===== config.mk =====
export PLATFORM = sky130hd
export DESIGN_NAME = muldiv_unit
export DESIGN_NICKNAME = d
export VERILOG_FILES = /design/src/rtl/cpu_pkg.sv /design/src/rtl/muldiv_core.sv /design/src/rtl/muldiv_unit.sv
export SDC_FILE = /design/constraint.sdc
export NUM_CORES = 1
export LEC_CHECK = 0
export BUFFER_PORTS_ARGS = -buffer_cell sky130_fd_sc_hd__buf_4
export CAP_MARGIN = 20
export CORE_UTILIZATION = 59
export DETAILED_ROUTE_END_ITERATION = 12
export PLACE_DENSITY_LB_ADDON = 0.3
export SYNTH_ARGS = -nofsm -noshare
export SYNTH_HDL_FRONTEND = slang
export SYNTH_SLANG_ARGS = --single-unit

===== constraint.sdc =====
create_clock -name clk -period 10.5 [get_ports clk]
set_input_delay 2.1 -clock clk [delete_from_list [all_inputs] [get_ports clk]]
set_output_delay 2.1 -clock clk [all_outputs]
set_load 0.02 [all_outputs]

===== src/rtl/cpu_pkg.sv =====
// Shared CPU definitions: RV32M funct3 codes, multiply/divide FSM states, core widths.
package cpu_pkg;

    localparam int unsigned XLEN       = 32;
    localparam int unsigned REG_ADDR_W = 5;

    localparam logic [2:0] OP_MUL    = 3'b000;
    localparam logic [2:0] OP_MULH   = 3'b001;
    localparam logic [2:0] OP_MULHSU = 3'b010;
    localparam logic [2:0] OP_MULHU  = 3'b011;
    localparam logic [2:0] OP_DIV    = 3'b100;
    localparam logic [2:0] OP_DIVU   = 3'b101;
    localparam logic [2:0] OP_REM    = 3'b110;
    localparam logic [2:0] OP_REMU   = 3'b111;

    typedef enum logic [1:0] {
        MD_IDLE,
        MD_CALC,
        MD_FIX,
        MD_DONE
    } md_state_t;

endpackage


===== src/rtl/muldiv_core.sv =====
// One iteration of the unsigned shift-add multiplier or restoring divider.
// acc holds {hi, lo}: product high half / multiplier, or partial remainder / dividend-quotient.
module muldiv_core #(
    parameter int unsigned WIDTH = 32
) (
    input  logic                 is_div,
    input  logic [2*WIDTH-1:0]   acc,
    input  logic [WIDTH-1:0]     operand,
    output logic [2*WIDTH-1:0]   acc_step_c
);

    logic [WIDTH:0] sum;
    logic [WIDTH:0] trial;

    always_comb begin
        acc_step_c = acc;
        sum        = '0;
        trial      = '0;
        if (is_div) begin
            // Shift in the next dividend bit and try to subtract; a borrow restores.
            trial = acc[2*WIDTH-1:WIDTH-1] - {1'b0, operand};
            if (!trial[WIDTH]) begin
                acc_step_c = {trial[WIDTH-1:0], acc[WIDTH-2:0], 1'b1};
            end else begin
                acc_step_c = {acc[2*WIDTH-2:0], 1'b0};
            end
        end else begin
            sum        = {1'b0, acc[2*WIDTH-1:WIDTH]}
                       + (acc[0] ? {1'b0, operand} : {(WIDTH+1){1'b0}});
            acc_step_c = {sum, acc[WIDTH-1:1]};
        end
    end

endmodule


===== src/rtl/muldiv_unit.sv =====
// Fixed-latency RV32M multiply/divide unit: sign handling, iteration FSM and
// registered write-back outputs around the muldiv_core datapath step.
module muldiv_unit #(
    parameter int unsigned WIDTH      = cpu_pkg::XLEN,
    parameter int unsigned REG_ADDR_W = cpu_pkg::REG_ADDR_W
) (
    input  logic                  clk,
    input  logic                  rst,
    input  logic                  start,
    input  logic                  flush,
    input  logic [2:0]            op,
    input  logic [WIDTH-1:0]      operand_a,
    input  logic [WIDTH-1:0]      operand_b,
    input  logic [REG_ADDR_W-1:0] dest_reg,
    output logic                  busy,
    output logic                  done,
    output logic [WIDTH-1:0]      result,
    output logic [REG_ADDR_W-1:0] result_reg
);
    import cpu_pkg::*;

    localparam int unsigned CNT_W = $clog2(WIDTH);

    md_state_t             state;
    logic [2:0]            op_q;
    logic [REG_ADDR_W-1:0] rd_q;
    logic [2*WIDTH-1:0]    acc;
    logic [2*WIDTH-1:0]    acc_step_c;
    logic [WIDTH-1:0]      operand_q;
    logic [CNT_W-1:0]      count;
    logic                  is_div;
    logic                  neg_lo;
    logic                  neg_rem;
    logic                  div_zero;

    logic                  sign_a_c, sign_b_c, neg_a_c, neg_b_c;
    logic [WIDTH-1:0]      mag_a_c, mag_b_c;
    logic [2*WIDTH-1:0]    prod_c;
    logic [WIDTH-1:0]      quot_c, rem_c, fixed_c;

    muldiv_core #(.WIDTH(WIDTH)) u_core (
        .is_div     (is_div),
        .acc        (acc),
        .operand    (operand_q),
        .acc_step_c (acc_step_c)
    );

    // Operand magnitudes; the datapath only ever sees unsigned values.
    always_comb begin
        sign_a_c = (op == OP_MULH) || (op == OP_MULHSU) || (op == OP_DIV) || (op == OP_REM);
        sign_b_c = (op == OP_MULH) || (op == OP_DIV) || (op == OP_REM);
        neg_a_c  = sign_a_c & operand_a[WIDTH-1];
        neg_b_c  = sign_b_c & operand_b[WIDTH-1];
        mag_a_c  = neg_a_c ? -operand_a : operand_a;
        mag_b_c  = neg_b_c ? -operand_b : operand_b;
    end

    // Sign correction and half/quotient/remainder selection.
    always_comb begin
        prod_c = neg_lo ? -acc : acc;
        quot_c = neg_lo ? -acc[WIDTH-1:0] : acc[WIDTH-1:0];
        rem_c  = neg_rem ? -acc[2*WIDTH-1:WIDTH] : acc[2*WIDTH-1:WIDTH];
        case (op_q)
            OP_MUL:                       fixed_c = prod_c[WIDTH-1:0];
            OP_MULH, OP_MULHSU, OP_MULHU: fixed_c = prod_c[2*WIDTH-1:WIDTH];
            OP_DIV, OP_DIVU:              fixed_c = div_zero ? '1 : quot_c;
            default:                      fixed_c = rem_c;
        endcase
    end

    always_ff @(posedge clk or posedge rst) begin
        if (rst) begin
            state      <= MD_IDLE;
            op_q       <= '0;
            rd_q       <= '0;
            acc        <= '0;
            operand_q  <= '0;
            count      <= '0;
            is_div     <= 1'b0;
            neg_lo     <= 1'b0;
            neg_rem    <= 1'b0;
            div_zero   <= 1'b0;
            busy       <= 1'b0;
            done       <= 1'b0;
            result     <= '0;
            result_reg <= '0;
        end else if (flush) begin
            state <= MD_IDLE;
            busy  <= 1'b0;
            done  <= 1'b0;
        end else begin
            case (state)
                MD_IDLE: begin
                    if (start) begin
                        op_q      <= op;
                        rd_q      <= dest_reg;
                        acc       <= {{WIDTH{1'b0}}, mag_a_c};
                        operand_q <= mag_b_c;
                        is_div    <= op[2];
                        neg_lo    <= neg_a_c ^ neg_b_c;
                        neg_rem   <= neg_a_c;
                        div_zero  <= (operand_b == '0);
                        count     <= CNT_W'(WIDTH - 1);
                        busy      <= 1'b1;
                        state     <= MD_CALC;
                    end
                end
                MD_CALC: begin
                    acc   <= acc_step_c;
                    count <= count - CNT_W'(1);
                    if (count == '0) begin
                        state <= MD_FIX;
                    end
                end
                MD_FIX: begin
                    result     <= fixed_c;
                    result_reg <= rd_q;
                    state      <= MD_DONE;
                end
                MD_DONE: begin
                    // First DONE cycle raises the pulse; the second retires it.
                    if (!done) begin
                        done <= 1'b1;
                    end else begin
                        done  <= 1'b0;
                        busy  <= 1'b0;
                        state <= MD_IDLE;
                    end
                end
                default: state <= MD_IDLE;
            endcase
        end
    end

endmodule


==> Yosys cells after proc, flatten, opt, wreduce, memory -nomap -nowiden <==
Cells that the tools add are included.
Widths: inputs -> output; s select.
{ "word_totals": {"output_inout_bits": 39, "reg_bits": 154, "elab_cells": 87, "input_bits": 76} }
{ "classes": {"reduce_logical": 19, "eq_ne": 16, "mux": 26, "bitwise_logic": 4, "addsub": 8} }
{ "ops": {"columns": ["op", "n"], "rows": [
  ["$mux 64", 4],
  ["$mux 32", 6],
  ["$neg 32->32", 4],
  ["$pmux 64 s2", 1],
  ["$pmux 32 s3", 1],
  ["$neg 64->64", 1],
  ["$add 32x33->33", 1],
  ["$sub 33x32->33", 1],
  ["$logic_not 32->1", 1],
  ["$eq 3x3->1 const B", 4],
  ["$reduce_and 3->1", 4],
  ["$pmux 5 s2", 1],
  ["$eq 3x2->1 const B", 3],
  ["$ne 3x3->1 const B", 3],
  ["$mux 2", 4],
  ["$pmux 2 s4", 1],
  ["$eq 3x1->1 const B", 2],
  ["$mux 1", 6],
  ["$logic_not 5->1", 1],
  ["$logic_or 1x1->1", 5],
  ["$mux 5", 1],
  ["$sub 5x1->5 const B", 1],
  ["$eq 2x2->1 const B", 2],
  ["$reduce_bool 2->1", 2],
  ["12 further kinds", 13]
]} }

==> Longest topological paths before layout <==
{ "logic_depth": {"ltp_word": 8, "ltp_mapped": 14, "ltp_nobuf": 14} }

==> Hierarchy <==
From an unflattened synthesis, not the netlist that was laid out.
{ "hier_totals": {"hier_cells": 1943, "area_unflattened_um2": 14975.6} }
{ "modules_own_cells": {"columns": ["mod", "area_each_um2", "cells_each", "instances", "seq_area_each_um2"], "rows": [
  ["muldiv_unit", 10154.7, 1255, 1, 3828.7],
  ["muldiv_core", 4820.9, 688, 1, 0.0]
]} }

==> Worst setup path before layout <==
OpenSTA, ideal clock, no wires.
{ "synth_timing": {"path_kind": "input -> register", "start": "input operand_b[0]", "end": "register div_zero", "path_buffers": 0, "setup_time_ps": 83, "t_arrival_ps": 4304, "required_ps": 10417, "cell_stages": 10, "path_slack_ps": 6113, "cell_sequence": "inv_1 ha_1 nand2_1 or4_1 nor3_1 nand2_1 nor4_1 nand2_1 or4_1 o21ai_0"} }
{ "synth_between": {"elab_chain_cells": 1} }
{ "synth_lines": {"columns": ["item", "line_no", "rtl"], "rows": [
  ["from (decl)", "muldiv_unit.sv:13", "input logic [WIDTH-1:0] operand_b,"],
  ["$logic_not 32->1", "muldiv_unit.sv:102", "div_zero <= (operand_b == '0);"],
  ["to (signal assigned)", "muldiv_unit.sv:102", null],
  ["to (decl)", "muldiv_unit.sv:34", "logic div_zero;"]
]} }
Every way passes these cells.
A chain may end at the register's enable or synchronous reset.

==> Final worst setup path <==
{ "layout_timing": {"start": "register acc[31]", "end": "register acc[62]"} }
{ "layout_between": {"elab_chain_cells": 4} }
{ "layout_lines": {"columns": ["item", "line_no", "rtl"], "rows": [
  ["from (decl)", "muldiv_unit.sv:27", "logic [2*WIDTH-1:0] acc;"],
  ["from (signal assigned)", "muldiv_unit.sv:97", "acc <= {{WIDTH{1'b0}}, mag_a_c};"],
  ["from (signal assigned)", "muldiv_unit.sv:109", "acc <= acc_step_c;"],
  ["$sub 33x32->33", "muldiv_core.sv:21", "trial = acc[2*WIDTH-1:WIDTH-1] - {1'b0, operand};"],
  ["$mux 64", "muldiv_core.sv:22", "if (!trial[WIDTH]) begin"],
  ["$mux 64", "muldiv_core.sv:19", "if (is_div) begin"],
  ["$pmux 64 s2", "muldiv_unit.sv:92", "case (state)"]
]} }
Every way passes these cells.

==> summary.md <==
| Metric | Value |
|---|---|
| Status | completed |
| Num rows | 55 |
| Register area share after synthesis | 0.278 |
| Maximum number of pins on one net before global-route repair | 95 |
| Max incr delay on CP | approximately 740 ps |
| Worst-Margin Slew | 1170 ps |
| CTS Buffer Depth | 2 |
| Slowest stage cell on the critical path | o41ai_1 |
| Tmin final | ~4700 ps |
| Leading cell type in the layout, fill and taps excluded | nand2_1 |
| Leakage power | 6.96 nW |
| Post-route cell area | 15400 µm² |
| # H-tree levels | 4 |
| Post-synth ARST share | 1.00 |
| DRT Wirelength | 38200 µm |
| Int Pwr | 0.00271 W |
| FF-to-FF setup slack | roughly 5800 ps |
| Clk Tree Root Cell | clkbuf_16 |
| Cell family with most CP delay | compound AO/OA/AOI/OAI gates |
| Synth Net Count | roughly 1900 |
| Port Buffers | 114 |
| Pre-antenna DRT Iters | 6 |
| Hold Path Depth | 2 |
| Post-DRT Antenna Nets | 0 |
| Buf/Inv on CP | 2 |
| Mean post-synth cell area | 7.89 µm² |
| Number of cells produced by synthesis | 1744 |
| Cts hold-fix bufs | 0 |
| Hold Path End | result_reg[2] |
| Die Area | 23900 µm² |
| Multi-input logic area | 9260 µm² |
| Arr. time, crit path | between 5000 and 6000 ps |
| Combinational share of power | 0.665 |
| FF+latch area | 3830 µm² |
| Startpoint Class | flop |
| Maximum vdd drop | 0.171 mV |
| Distinct cells, synth | 71 |
| Max Slew Vio Count | 0 |
| Final Hold Viols | 0 |
| Clk slew on worst S/H paths | 70 ps |
| Hold path start | rd_q[2] |
| Nets@finish | 1943 |
| Final GP Congestion | 0.964 |
| Clock share of power | 0.115 |
| CTS sink cnt | 153 |
| Worst path required time | 10830 ps |
| Final Cycle Share | 0.446 |
| Crit-path cells | inv_1, ha_1, fa_1, nand2b_1, a21o_1, a211o_1, a21oi_1, a21oi_1, o41ai_1, xor2_4, buf_4, nor4b_1, o21ai_0, a32o_1 |
| CTS tree | built |
| Vias | around 13000 |
| Pre-CTS setup slack | 5460 ps |
| FF-to-FF End | acc[62] |
| CP Max Fanout | 42 |
| Mapped Area | 13800 µm² |
| Cts repair resizes | 0 |
| Fmax | approximately 210 MHz |
| DRC violations left | 0 |
| Average wire per standard cell | about 18 µm |
| Main synth FF type | dfrtp_1 |
| DP Area | 14700 µm² |
| Sequential power share | 0.220 |
| GR Overflow Total | 0 |
| Area Overhead vs Synth | 11.7% |
| Setup violations, final | 0 |
| Antenna cells | 0 |
| Clk_skew | between 10 and 15 ps |
| Initial antenna violation count | 0 |
| Switching power of the nets | 0.00289 W |
| Crit Path Category | flop to flop |
| Rel. slew slack | 0.223 |
| CP most frequent cell | a21oi_1 |
| Max FFs per register | 64 |
| Syn. warnings | 0 |
| Total GRT Usage | 0.324 |
| Die Y-Extent | 155 µm |
| RSZ-0062 raised after global routing | no |
| Endpoint type of the worst setup path | flop |
| Reg-to-reg startpoint | acc[31] |
| # IOs | around 120 |
| Starting Density | 0.604 |
| Iteration-0 DRC count of the detailed router | about 1300 |
| Vias in the first global route | about 12000 |
| Filler cell count | 1874 |
| Worst reg-to-reg path cell count | 14 |
| Cell Pwr Density | approximately 360 nW/µm² |
| Net Sw Frac | 0.516 |
| Post-DP HPWL | 27900 µm |
| Setup TNS | 0 ps |
| First-pass GRT wire length | 62300 µm |
| EDFF count, synth | 0 |
| Vias per cell | about 6.3 |
| Synth Register Bits | 153 |
| Total setup buffers inserted after CTS | 0 |
| Most frequent cells in the layout | nand2_1, o21ai_0, dfrtp_1 |
| Total CTS buffers | 17 |
| Core ar. | 22800 µm² |
| Setup WS post-layout | 5820 ps |
| Hold Slack | approximately 470 ps |
| Die X-Extent | 155 µm |
| Worst hold-check path type | flop to flop |
| Layout cells sized above 1 | 0.110 |
| Max-cap viol count | 0 |
| Clock latency on the worst-skew pair | approximately 440 ps |
==> cell usage after synthesis (11+ instances only) <==
cell	n	area, µm²
a21o_1	30	225
o41ai_1	13	114
mux2i_1	59	591
nand3_1	25	125
nor4_1	11	68.8
nor2_1	110	413
inv_1	75	282
ha_1	74	926
a21oi_1	98	490
buf_1	12	45.0
o221ai_1	17	149
a22oi_1	22	165
nor2b_1	13	81.3
o31ai_1	26	195
xnor2_1	107	937
or3_1	27	169
nor3_1	31	155
clkbuf_1	82	308
nand2b_1	21	131
xor2_1	95	832
nand2_1	229	860
or4_1	13	97.6
dfrtp_1	153	3830
o21ai_0	227	1140
==> tightest hold or removal path: stages (launching register included) <==
cell and delay [ps]:
dfrtp_1 340, nand2_1 50, nand2_1 50
==> logic make-up (layout without fill, tap and decap cells) <==
| family | Yosys count | count (layout) | synth area share |
|---|---|---|---|
| simple gates | 524 | 524 | 0.178 |
| flops | 153 | 153 | 0.278 |
| buf+inv | 178 | 238 | 0.0503 |
| fa+ha+maj | 76 | 76 | 0.0702 |
| mux | 69 | 69 | 0.0511 |
| xor+xnor | 202 | 202 | 0.129 |
| compound gates | 542 | 542 | 0.244 |
==> worst max-delay path by stage <==
stage / startpoint / to / slack (ps) / cells past startpoint
floorplan: rst / acc[0] / 4280 / 1
global placement: operand_b[0] / div_zero / 5630 / 11
detailed placement: operand_b[0] / operand_q[28] / 5460 / 12
CTS: acc[31] / acc[62] / 5890 / 14
global route: acc[31] / acc[62] / 5620 / 14
finish: acc[31] / acc[62] / 5820 / 14
==> metal layers <==
metal  up-vias  GRT usage  part of all wire
met5         -          0                 0
met4         0      0.120             0.031
met3       102     0.0446             0.079
met2       601      0.528              0.46
met1      6250      0.438              0.43
li1       6333          -                 -
==> power groups by stage <==
stage | clock (W) | combinational (W) | sequential, W
floorplan | 0 | 0.00276 | 0.00113
global placement | 0 | 0.00351 | 0.00121
detailed placement | 0 | 0.00359 | 0.00123
CTS | 0.000647 | 0.00362 | 0.00122
global route | 0.000673 | 0.00406 | 0.00127
finish | 0.000643 | 0.00373 | 0.00123
==> cell type report <==
| class | instances | share of cell area |
|---|---|---|
| multi-input cells | 1413 | 0.603 |
| flip-flops and latches | 153 | 0.249 |
| repair buffers | 131 | 0.0653 |
| clock buffers | 18 | 0.0286 |
| well taps | 313 | 0.0255 |
| inverters | 75 | 0.0186 |
| clock inverters | 14 | 0.0103 |
==> metrics by stage <==
step / power (W) / instances / utilization
after floorplan: 0.00389 / 1744 / -
after global placement: 0.00472 / 2084 / 0.647
after detailed placement: 0.00482 / 2084 / 0.647
after CTS: 0.00549 / 2116 / 0.674
after global routing: 0.00600 / 2117 / 0.675
final: 0.00560 / 2117 / 0.675
No activity file was read; power rests on OpenSTA's default activity.
